`config.mk`:
```
export PLATFORM = sky130hd
export DESIGN_NAME = and_tree_sweep_ctrl
export DESIGN_NICKNAME = d
export VERILOG_FILES = /design/src/rtl/and_tree_sweep_ctrl.sv
export SDC_FILE = /design/constraint.sdc
export NUM_CORES = 1
export LEC_CHECK = 0
export CORE_MARGIN = 2
export CORE_UTILIZATION = 55
export CTS_CLUSTER_SIZE = 25
export DETAILED_ROUTE_END_ITERATION = 8
export PLACE_DENSITY = 0.81
export SLEW_MARGIN = 20
export SYNTH_ARGS = -nofsm -noshare
export SYNTH_HDL_FRONTEND = slang
export SYNTH_SLANG_ARGS = --single-unit
```
`constraint.sdc`:
```
create_clock -name clk -period 2.8 [get_ports clk]
set_input_delay 0.56 -clock clk [delete_from_list [all_inputs] [get_ports clk]]
set_output_delay 0.56 -clock clk [all_outputs]
set_load 0.01 [all_outputs]
```
`src/rtl/and_tree_sweep_ctrl.sv`:
```
// and_tree_sweep_ctrl
//
// Drives every WIDTH-bit vector, from 0 to 2^WIDTH-1, into a delayed AND-tree datapath. For each
// vector it holds the vector for a settle interval, samples the datapath output and compares it
// with the AND of all vector bits. It counts mismatches and records the lowest failing vector.
//
// Ports
//   clk           clock; all state updates on the rising edge
//   rst           synchronous active-high reset; overrides start and abort
//   start         begin a sweep; honoured only while idle
//   abort         stop a running sweep without pulsing done
//   dut_out       datapath output under check
//   vec_out       vector driven to the datapath (msb = m ... lsb = q)
//   busy          high while a sweep is in progress
//   done          one-cycle pulse when a sweep completes
//   sample_valid  one-cycle pulse per sampled vector
//   sample_vec    vector that belongs to sample_bit
//   sample_bit    captured dut_out
//   err_cnt       mismatch count of the current or last sweep
//   err_flag      at least one mismatch in the current or last sweep
//   first_err_vec lowest mismatching vector; meaningful only when err_flag is set
module and_tree_sweep_ctrl #(
   parameter int unsigned WIDTH  = 4,
   parameter int unsigned SETTLE = 2   // legal range 1..255
) (
   input  logic             clk,
   input  logic             rst,
   input  logic             start,
   input  logic             abort,
   input  logic             dut_out,
   output logic [WIDTH-1:0] vec_out,
   output logic             busy,
   output logic             done,
   output logic             sample_valid,
   output logic [WIDTH-1:0] sample_vec,
   output logic             sample_bit,
   output logic [WIDTH:0]   err_cnt,
   output logic             err_flag,
   output logic [WIDTH-1:0] first_err_vec
);

   typedef enum logic [1:0] {StIdle, StWait, StSample, StDone} state_e;

   // WAIT leaves on this count, so the vector is held SETTLE cycles plus the capture cycle.
   localparam logic [7:0] CntLast = 8'(SETTLE - 1);

   state_e           state_q, state_d;
   logic [7:0]       cnt_q, cnt_d;
   logic [WIDTH-1:0] vec_q, vec_d;
   logic [WIDTH-1:0] sample_vec_q, sample_vec_d;
   logic [WIDTH-1:0] first_err_q, first_err_d;
   logic [WIDTH:0]   err_cnt_q, err_cnt_d;
   logic             busy_q, busy_d;
   logic             done_q, done_d;
   logic             sample_valid_q, sample_valid_d;
   logic             sample_bit_q, sample_bit_d;
   logic             err_flag_q, err_flag_d;
   logic             expected;

   always_comb begin
      state_d        = state_q;
      cnt_d          = cnt_q;
      vec_d          = vec_q;
      sample_vec_d   = sample_vec_q;
      first_err_d    = first_err_q;
      err_cnt_d      = err_cnt_q;
      busy_d         = busy_q;
      err_flag_d     = err_flag_q;
      sample_bit_d   = sample_bit_q;
      done_d         = 1'b0;
      sample_valid_d = 1'b0;
      expected       = &vec_q;

      unique case (state_q)
         StIdle: begin
            // abort wins over a simultaneous start
            if (start && !abort) begin
               vec_d       = '0;
               cnt_d       = '0;
               err_cnt_d   = '0;
               err_flag_d  = 1'b0;
               first_err_d = '0;
               busy_d      = 1'b1;
               state_d     = StWait;
            end
         end

         StWait: begin
            if (abort) begin
               busy_d  = 1'b0;
               state_d = StIdle;
            end else if (cnt_q == CntLast) begin
               state_d = StSample;
            end else begin
               cnt_d = cnt_q + 8'd1;
            end
         end

         StSample: begin
            if (abort) begin
               busy_d  = 1'b0;
               state_d = StIdle;
            end else begin
               sample_valid_d = 1'b1;
               sample_bit_d   = dut_out;
               sample_vec_d   = vec_q;
               if (dut_out != expected) begin
                  err_cnt_d  = err_cnt_q + (WIDTH + 1)'(1);
                  err_flag_d = 1'b1;
                  // vectors rise monotonically, so the first mismatch is the lowest one
                  if (!err_flag_q) first_err_d = vec_q;
               end
               if (&vec_q) begin
                  state_d = StDone;
               end else begin
                  vec_d   = vec_q + WIDTH'(1);
                  cnt_d   = '0;
                  state_d = StWait;
               end
            end
         end

         StDone: begin
            // start and abort are both ignored here
            done_d  = 1'b1;
            busy_d  = 1'b0;
            state_d = StIdle;
         end

         default: state_d = StIdle;
      endcase
   end

   always_ff @(posedge clk) begin
      if (rst) begin
         state_q        <= StIdle;
         cnt_q          <= '0;
         vec_q          <= '0;
         sample_vec_q   <= '0;
         first_err_q    <= '0;
         err_cnt_q      <= '0;
         busy_q         <= 1'b0;
         done_q         <= 1'b0;
         sample_valid_q <= 1'b0;
         sample_bit_q   <= 1'b0;
         err_flag_q     <= 1'b0;
      end else begin
         state_q        <= state_d;
         cnt_q          <= cnt_d;
         vec_q          <= vec_d;
         sample_vec_q   <= sample_vec_d;
         first_err_q    <= first_err_d;
         err_cnt_q      <= err_cnt_d;
         busy_q         <= busy_d;
         done_q         <= done_d;
         sample_valid_q <= sample_valid_d;
         sample_bit_q   <= sample_bit_d;
         err_flag_q     <= err_flag_d;
      end
   end

   assign vec_out       = vec_q;
   assign busy          = busy_q;
   assign done          = done_q;
   assign sample_valid  = sample_valid_q;
   assign sample_vec    = sample_vec_q;
   assign sample_bit    = sample_bit_q;
   assign err_cnt       = err_cnt_q;
   assign err_flag      = err_flag_q;
   assign first_err_vec = first_err_q;

endmodule

```
==> impl_results.md <==
- Outcome: complete, no violations
- Final estimated routing congestion in global placement: between 0.8 and 0.9
- Number of diodes: 0
- Hold-fix buffers at CTS: 0
- DR WL/cell: roughly 14 um
- Setup Buffers After CTS: 0
- Post-route ant nets: 0
- Core area: 3030 sq um
- Final critical-path share of the clock period: 84.4%
- Max Freq: 423 MHz
- Mapped Area: around 1700 sq um
- Final Hold Violating Endpoints: 0
- Cell area power density: approximately 410 nW/um^2
- Initial Util: between 50% and 60%
- Fin worst setup slack: ~0.44 ns
- 1st-iter DRT viols: roughly 120
- Min Tclk post-route: approximately 2.4 ns
- Most common cell after layout, fill and taps aside: dfxtp_1
- Max-slew headroom: a little under half
- Worst hold-check path type: flop to flop
- Post-cts sizing count: 0
- H-tree levels: 2
- Slew @ Worst Pin: slightly above 0.8 ns
- CTS sink count: 32
- GRT Resource Usage Total: roughly a quarter
- Pleak: about 0.7 nW
- Async SR Flop Fraction: 0%
- GRT overflow: 0
- Vias in the first global route: about 1500
- Routed WL: slightly below 4 mm
- Most frequent cells in the layout: dfxtp_1, clkdlybuf4s50_1, nand3_1
- Largest net degree at the start of global routing: 31
- Sequential area share after synthesis: between 30% and 40%
- Post-Layout Cell Count: 270
- Dpl ws: between 0.2 and 0.3 ns
- Share of cells above drive strength 1: 5.75%
- Data arrival, critical path: roughly 2.6 ns
- Initial DRT Pass Iterations: 4
- Yosys reg bits: 32
- Unrepaired setup endpoints after global routing: false
- Nets: between 200 and 250
- Die ar.: approximately 3600 sq um
- Critical path class: flop to flop
- EDFF count, synth: 0
- MaxCap Viol Count: 0
- Clock buffer depth: 2
- Port Buffers: 26
- DP Cell Count: approximately 260
- Avg Vias per Cell: 6.03
- Finished Core Util: between 60% and 70%
- Ports: 27
- Syn Inst Count: 204
- Syn Area/Cell: approximately 8.6 sq um
- Syn_nets: about 220
- Vias post-DR: roughly 1600
- Die height: about 60 um
- CTS tree: built
- Clock transition at path regs: approximately 0.10 ns
- Initial antenna violation count: 0
- WP data required: ~3.0 ns
- Critical path launch point type: flop
- Yosys warns: 0
- First-pass GRT wire length: roughly 6.6 mm
- Fin Setup TNS: 0 ns
- DR DRC count: 0
- Filler cell count: approximately 250
- TritonCTS Buffers: 5
- Setup Skew: roughly 0.011 ns
- Core Rows: 20
- VDD IR-drop max: 0.000336 V
- Root Buffer: clkbuf_4
- Worst Path Max Fanout: 18
- Synth-to-Final Area Change: 18.5%
- Max-slew violation count: 0
- Setup violators final: 0
- Ys flop type: dfxtp_1
- Netlist cell types: slightly above 50
- Crit. End Element: flop
- Hold slack: approximately 0.49 ns
- Die X: between 60 and 70 um
- Detailed placement HPWL: roughly 2.7 mm
- Clk_lat worst skew: ~0.34 ns
==> layer usage <==
metal | up-vias | share of wire (%) | global-route usage [%]
met5 | - | 0 | 0
met4 | 0 | 2.5 | 15.2
met3 | 14 | 4.9 | 7.04
met2 | 40 | 48 | 38.4
met1 | 765 | 44 | 30.2
li1 | 808 | - | -
==> per-stage QoR <==
stage | power (W) | cell area (sq um)
3_3_place_gp | 0.000588 | 2010
4_1_cts | 0.000868 | 2070
6_report | 0.000859 | 2070
2_1_floorplan | 0.000565 | 1750
3_5_place_dp | 0.000593 | 2010
5_1_grt | 0.000905 | 2070
==> critical path, cell delays in order (launching register included) <==
cell and delay, ns:
dfxtp_1 0.37, inv_1 0.11, ha_1 0.33, mux2i_1 0.30, or2_0 0.67, nor4b_1 0.12
a311o_1 0.37
==> synthesized netlist by cell type (2+ instances only) <==
cell	instances	area (sq um)
o311ai_0	5	43.8
nand2b_1	4	25.0
nor3_1	3	15.0
a21oi_1	11	55.1
clkbuf_1	7	26.3
dfxtp_1	32	641
nand3b_1	2	15.0
and2_1	3	18.8
and3_1	3	18.8
clkbuf_2	2	10.0
nor2_1	13	48.8
a211oi_1	2	15.0
o21ai_0	12	60.1
buf_2	3	15.0
nand4b_1	5	43.8
nor2b_1	3	18.8
a31oi_1	6	37.5
ha_1	9	113
nand2_1	13	48.8
a311oi_1	3	26.3
inv_1	8	30.0
o32ai_1	2	17.5
or4_1	5	37.5
nand3_1	16	80.1
mux2i_1	6	60.1
==> area by class of cell <==
class	count	area (sq um)	share of cell area, %
well taps	44	55.1	2.66
flip-flops and latches	32	641	31.0
repair buffers	28	275	13.3
clock buffers	8	58.8	2.84
multi-input cells	150	1010	48.8
inverters	8	30.0	1.45
==> report_power, final <==
group	internal [W]	switching [W]	leakage, nW
Combinational	0.0000413	0.0000766	0.402
Clock	0.000124	0.000151	0.0326
Sequential	0.000460	0.00000595	0.258
Total	0.000625	0.000233	0.693
==> final timing paths <==
| path | startpoint | endpoint | slack, ns | cells past startpoint |
|---|---|---|---|---|
| worst min-delay path | busy | busy | 0.49 | 2 |
| worst max-delay path | state_q[1] | err_cnt[2] | 0.44 | 6 |
| worst min register to register | busy | busy | 0.49 | 2 |
| worst max register to register | state_q[1] | err_cnt[2] | 0.44 | 6 |
==> registers in the layout (all words and copies together), names as in the netlist <==
signal,cells
state_q,2
sample_valid,1
done,1
err_cnt,5
sample_bit,1
err_flag,1
sample_vec,4
first_err_vec,4
busy,1
vec_out,4
cnt_q,8
==> cells by family (layout without fill, tap and decap cells) <==
| logic type | Yosys count | count (layout) | share of synthesized area (%) |
|---|---|---|---|
| adders and majority gates | 9 | 9 | 6.45 |
| muxes | 6 | 6 | 3.44 |
| and+or+nand+nor | 80 | 80 | 26.1 |
| DFF | 32 | 32 | 36.7 |
| AOI/OAI and AO/OA | 53 | 53 | 20.8 |
| buffers and inverters | 22 | 44 | 5.52 |
| xor gates and xnor gates | 2 | 2 | 1.00 |
Note: power is estimated with default switching activity, not from simulation.
